<file path="config.mk">
export PLATFORM = sky130hd
export DESIGN_NAME = msk_hamming_match
export DESIGN_NICKNAME = d
export VERILOG_FILES = /design/src/rtl/msk_chk_pkg.sv /design/src/rtl/msk_hamming_match.sv
export SDC_FILE = /design/constraint.sdc
export NUM_CORES = 1
export LEC_CHECK = 0
export ABC_CLOCK_PERIOD_IN_PS = 5500
export CORE_UTILIZATION = 34
export DETAILED_ROUTE_END_ITERATION = 7
export PLACE_DENSITY = 0.9
export SLEW_MARGIN = 0
export SYNTH_ARGS = -nofsm -noshare
export SYNTH_HDL_FRONTEND = slang
export SYNTH_SLANG_ARGS = --single-unit
</file>
<file path="constraint.sdc">
create_clock -name vclk -period 5.5
set_input_delay 0.55 -clock vclk [all_inputs]
set_output_delay 0.55 -clock vclk [all_outputs]
set_load 0.03 [all_outputs]
</file>
<file path="src/rtl/msk_chk_pkg.sv">
`default_nettype none
// +----------------------------------------------------------------------------+
// | Module      : msk_chk_pkg                                                  |
// | Description : Shared types, default reference pattern and popcount helper  |
// |               for the MSK pattern checker.                                 |
// | Revision    : 1.0 - initial release                                        |
// +----------------------------------------------------------------------------+
package msk_chk_pkg;

    typedef enum logic [1:0] {
        ST_SEARCH = 2'd0,
        ST_VERIFY = 2'd1,
        ST_LOCKED = 2'd2
    } chk_state_t;

    // Widest vector the popcount helper accepts; narrower callers zero-extend.
    localparam int POPCNT_MAX_W = 256;

    localparam logic [255:0] FIXED_DATA_DEFAULT =
        256'h90103c5a_e7b2419d_6f08c3a1_5d2e94b7_0c61f8d3_a24e7b19_c85f30e6_ffa50ffe;

    function automatic int unsigned popcount(input logic [POPCNT_MAX_W-1:0] v);
        int unsigned cnt;
        cnt = 0;
        for (int i = 0; i < POPCNT_MAX_W; i++) begin
            cnt = cnt + 32'(v[i]);
        end
        return cnt;
    endfunction

endpackage
`default_nettype wire

</file>
<file path="src/rtl/msk_hamming_match.sv">
`default_nettype none
// +----------------------------------------------------------------------------+
// | Module      : msk_hamming_match                                            |
// | Description : Combinational Hamming-distance comparator of a received      |
// |               window against a reference word, with tolerance threshold.   |
// | Revision    : 1.0 - initial release                                        |
// +----------------------------------------------------------------------------+
module msk_hamming_match
    import msk_chk_pkg::*;
#(
    parameter int SYNC_W   = 32,
    parameter int SYNC_TOL = 0
) (
    input  logic [SYNC_W-1:0]            i_window,
    input  logic [SYNC_W-1:0]            i_pattern,
    output logic                         o_match,
    output logic [$clog2(SYNC_W+1)-1:0]  o_dist
);

    localparam int c_dist_w = $clog2(SYNC_W+1);

    logic [POPCNT_MAX_W-1:0] w_diff_ext;
    int unsigned             w_cnt;

    always_comb begin
        w_diff_ext               = '0;
        w_diff_ext[SYNC_W-1:0]   = i_window ^ i_pattern;
        w_cnt                    = popcount(w_diff_ext);
    end

    assign o_match = (w_cnt <= $unsigned(SYNC_TOL));
    assign o_dist  = c_dist_w'(w_cnt);

endmodule
`default_nettype wire

</file>
-- Yosys cells after proc, flatten, opt, wreduce, memory -nomap -nowiden
Index checks and enable logic that the tools add are counted.
- bits in registers: 0
- output and inout bits: 7
- word-level logic and storage cells: 33
- add/subtract/negate cells: 31
- order comparisons: 1
- bitwise operators: 1
- operator list (operator ; number):
    31-bit by 1-bit adder with 32-bit output ; 1
    32-bit by 1-bit <= comparator with 1-bit output (second input constant) ; 1
    32-bit bitwise XOR ; 1
    30-bit by 1-bit adder with 31-bit output ; 1
    29-bit by 1-bit adder with 30-bit output ; 1
    28-bit by 1-bit adder with 29-bit output ; 1
    27-bit by 1-bit adder with 28-bit output ; 1
    26-bit by 1-bit adder with 27-bit output ; 1
    25-bit by 1-bit adder with 26-bit output ; 1
    24-bit by 1-bit adder with 25-bit output ; 1
    23-bit by 1-bit adder with 24-bit output ; 1
    22-bit by 1-bit adder with 23-bit output ; 1
    21-bit by 1-bit adder with 22-bit output ; 1
    20-bit by 1-bit adder with 21-bit output ; 1
    19-bit by 1-bit adder with 20-bit output ; 1
    18-bit by 1-bit adder with 19-bit output ; 1
    17-bit by 1-bit adder with 18-bit output ; 1
    16-bit by 1-bit adder with 17-bit output ; 1
    15-bit by 1-bit adder with 16-bit output ; 1
    14-bit by 1-bit adder with 15-bit output ; 1
    13-bit by 1-bit adder with 14-bit output ; 1
    12-bit by 1-bit adder with 13-bit output ; 1
    11-bit by 1-bit adder with 12-bit output ; 1
    10-bit by 1-bit adder with 11-bit output ; 1
    9 further kinds ; 9

-- Logic depth before layout (Yosys ltp)
- word-level depth: 33
- mapped depth: 16

-- Least setup slack after synthesis
OpenSTA, ideal clock, no wires.
- kind: input to output
- start: in i_pattern[0]
- end: out o_match
- data arrival time: 5.940 ns
- required time: 4.950 ns
- path slack: -0.990 ns
- cell stages on the path: 15
- cell sequence: xor2_1 > fa_1 > inv_1 > fa_1 > fa_1 > fa_1 > fa_1 > inv_1 > fa_1 > ha_1 > inv_1 > fa_1 > inv_1 > or4_1 > nor3_1
- word-level cells in the longest chain between the ends: 33
- ends and longest elaborated chain (element ; RTL line ; RTL):
    start: declaration ; msk_hamming_match.sv:15 ; input logic [SYNC_W-1:0] i_pattern,
    32-bit bitwise XOR ; msk_hamming_match.sv:27 ; w_diff_ext[SYNC_W-1:0] = i_window ^ i_pattern;
    1-bit by 1-bit adder with 2-bit output ; msk_chk_pkg.sv:26 ; cnt = cnt + 32'(v[i]);
    2-bit by 1-bit adder with 3-bit output ; msk_chk_pkg.sv:26 ;
    3-bit by 1-bit adder with 4-bit output ; msk_chk_pkg.sv:26 ;
    4-bit by 1-bit adder with 5-bit output ; msk_chk_pkg.sv:26 ;
    5-bit by 1-bit adder with 6-bit output ; msk_chk_pkg.sv:26 ;
    6-bit by 1-bit adder with 7-bit output ; msk_chk_pkg.sv:26 ;
    7-bit by 1-bit adder with 8-bit output ; msk_chk_pkg.sv:26 ;
    (+18 left out) ; - ;
    26-bit by 1-bit adder with 27-bit output ; msk_chk_pkg.sv:26 ;
    27-bit by 1-bit adder with 28-bit output ; msk_chk_pkg.sv:26 ;
    28-bit by 1-bit adder with 29-bit output ; msk_chk_pkg.sv:26 ;
    29-bit by 1-bit adder with 30-bit output ; msk_chk_pkg.sv:26 ;
    30-bit by 1-bit adder with 31-bit output ; msk_chk_pkg.sv:26 ;
    31-bit by 1-bit adder with 32-bit output ; msk_chk_pkg.sv:26 ;
    net o_dist[1] ; msk_hamming_match.sv:17 ; output logic [$clog2(SYNC_W+1)-1:0] o_dist
    32-bit by 1-bit <= comparator with 1-bit output ; msk_hamming_match.sv:31 ; assign o_match = (w_cnt <= $unsigned(SYNC_TOL));
    end: declaration ; msk_hamming_match.sv:16 ; output logic o_match,
The timed path passes the listed nets, and every way through them passes these cells.

-- Worst setup path after layout
- start: in i_pattern[27]
- end: out o_match
- word-level cells in the longest chain between the ends: 7
- ends and longest elaborated chain (element ; RTL line):
    32-bit bitwise XOR ; msk_hamming_match.sv:27
    27-bit by 1-bit adder with 28-bit output ; msk_chk_pkg.sv:26
    28-bit by 1-bit adder with 29-bit output ; msk_chk_pkg.sv:26
    29-bit by 1-bit adder with 30-bit output ; msk_chk_pkg.sv:26
    30-bit by 1-bit adder with 31-bit output ; msk_chk_pkg.sv:26
    31-bit by 1-bit adder with 32-bit output ; msk_chk_pkg.sv:26
    32-bit by 1-bit <= comparator with 1-bit output ; msk_hamming_match.sv:31
No other way between the ends.

==> key figures <==
Outcome
  – Status: complete, but fails checks
  – Failing checks: DRC, setup timing

Timing
  – RSZ-0062 raised after global routing: yes
  – Fin crit share: 109.5%
  – Slew Limit Fails: 0
  – Worst-Margin Slew: 0.2556 ns
  – Crit path time final: 6.024 ns
  – Hold slack final: 2.038 ns
  – Relative slew slack: 82.84%
  – Setup-failing EPs final: 5
  – Final hold vios: 0
  – Fmax: 0.1660 GHz
  – Total negative slack: -1.026 ns
  – Worst setup margin: -0.5238 ns

Critical path
  – Critical-path cell list: buf_6 -> xnor2_2 -> fa_1 -> fa_1 -> inv_2 -> fa_1 -> inv_2 -> fa_1 -> fa_1 -> inv_1 -> fa_1 -> ha_2 -> inv_2 -> fa_1 -> inv_2 -> or4_4 -> nor3_4 -> buf_6
  – Critical Path Sink Type: primary output
  – Max Fanout on Critical Path: 2
  – CP top delay family: adder cells
  – Startpoint Class: input pin
  – CP Class: in -> out
  – Max incr delay on CP: 0.57 ns
  – Slowest cell on crit path: fa_1
  – CP dominant cell by count: fa_1
  – Critical Path RT: 4.95 ns
  – Critical path arrival: 5.47 ns
  – Buf/Inv on CP: 7

Cells and area
  – Register area: 0 um^2
  – Net count, final: 279
  – Antenna cells: 0
  – Clk_buf instances: 0
  – Seq cells: 0
  – Area growth from synthesis to layout: 83.76%
  – Share of cells above drive strength 1: 40.11%
  – FILL cells: 215
  – Most common cell after layout, fill and taps aside: clkdlybuf4s50_1
  – Multi-input gate area: 1096 um^2
  – Most frequent cells in the layout: clkdlybuf4s50_1, fa_1, buf_2, inv_1, buf_4

Worst hold path
  – Worst Hold Launch: i_window[2]
  – Worst min path class: in -> out
  – Hold path depth: 4
  – Worst Hold Endpoint: o_dist[0]

Floorplanning
  – Core area: 2805 um^2
  – Row cnt: 19
  – Num ports: 71
  – Die H: 57.10 um
  – Die area: 3260 um^2
  – Starting density of the core: 36.80%
  – Die W: 57.10 um

Yosys
  – Avg Inst Size Synth: 10.02 um^2
  – Cell count after synthesis: 103
  – Post-synthesis sequential area ratio: 0%
  – Distinct cells, synth: 15
  – Synth warnings: 0
  – Synthesized area: 1032 um^2
  – Mapped Nets: 198

Global routing
  – Initial antenna violation count: 0
  – Global route overflow: 0
  – First-pass GRT wire length: 4071 um
  – Pin count of the biggest net entering global routing: 5
  – Total GRT Usage: 15.53%
  – Vias in the first global route: 1041

Job
  – Max-Cap Viols: 0

Detailed routing
  – Drt initial violations: 15
  – Post-Route WL: 2514 um
  – Detailed-route via count: 960
  – Routed vias/inst: 4.507
  – First-pass detailed-route iteration total: 5
  – Routed WL per cell: 11.80 um
  – DRC: 4
  – Final ANT Viol Nets: 0

Clock tree
  – Setup bufs post-CTS: 0

Placed design
  – Pre-CTS WS: -0.9746 ns
  – DP HPWL: 2354 um
  – RePlAce Congestion: 0.6881
  – Port bufs: 71
[worst max path at each step]
stage                       start       to  slack, ns  cells past startpoint
floorplan           i_pattern[23]  o_match      -0.40                     16
global placement    i_pattern[23]  o_match      -0.94                     18
detailed placement  i_pattern[23]  o_match      -0.97                     18
CTS                   i_window[0]  o_match      -0.68                     17
global route        i_pattern[27]  o_match      -0.65                     18
finish              i_pattern[27]  o_match      -0.52                     18
[kinds of logic (layout without fill, tap and decap cells)]
group,count (synthesis),count (layout),synth area share [%]
xor gates and xnor gates,34,34,28.85
adders and majority gates,31,31,55.03
buffers and inverters,24,103,8.728
and+or+nand+nor,8,8,4.121
AOI/OAI and AO/OA,6,6,3.272
[metrics by stage]
stage               util [%]  area [um^2]  std cells
floorplan                  -         1091        103
global placement       67.22         1886        213
detailed placement     67.22         1886        213
CTS                    66.15         1856        213
global route           67.62         1897        213
finish                 67.62         1897        213
[tightest hold or removal path, cell delays in order]
cell	delay [ns]
clkdlybuf4s50_1	0.41
xor2_1	0.16
ha_2	0.20
buf_4	0.16
[area by class of cell]
cell class	instances	share of cell area (%)
Timing Repair Buffer	79	35.42
Inverter	24	4.749
Tap cell	31	2.045
Multi-Input combinational cell	79	57.78
[metal layers]
metal	wire [um]	part of all wire (%)	global-route usage [%]
met1	792	32	16.59
met2	1538	61	34.29
met3	161	6.4	0.9070
met4	21	0.84	0
met5	0	0	0
[cells in the mapped netlist (all sizes together)]
library cell / count / area (um^2)
xnor2: 21 / 183.9
o21ai: 1 / 5.000
a21o: 1 / 7.510
nor2b: 2 / 12.51
or4: 1 / 7.510
xor2: 13 / 113.9
nor3: 1 / 5.000
or2: 1 / 6.260
ha: 7 / 87.58
inv: 24 / 90.09
fa: 24 / 480.5
nor2: 1 / 3.750
o22ai: 1 / 6.260
a21oi: 3 / 15.01
nand2: 2 / 7.510
[what timing repair did]
action	CTS	global route
pin swaps	33	19
endpoints found under the setup margin	6	6
hold buffers	0	0
resized for setup	136	13
Power is left out: the tool's default activity adds up to more than one toggle a clock period on the data nets, which glitch-free logic cannot reach.
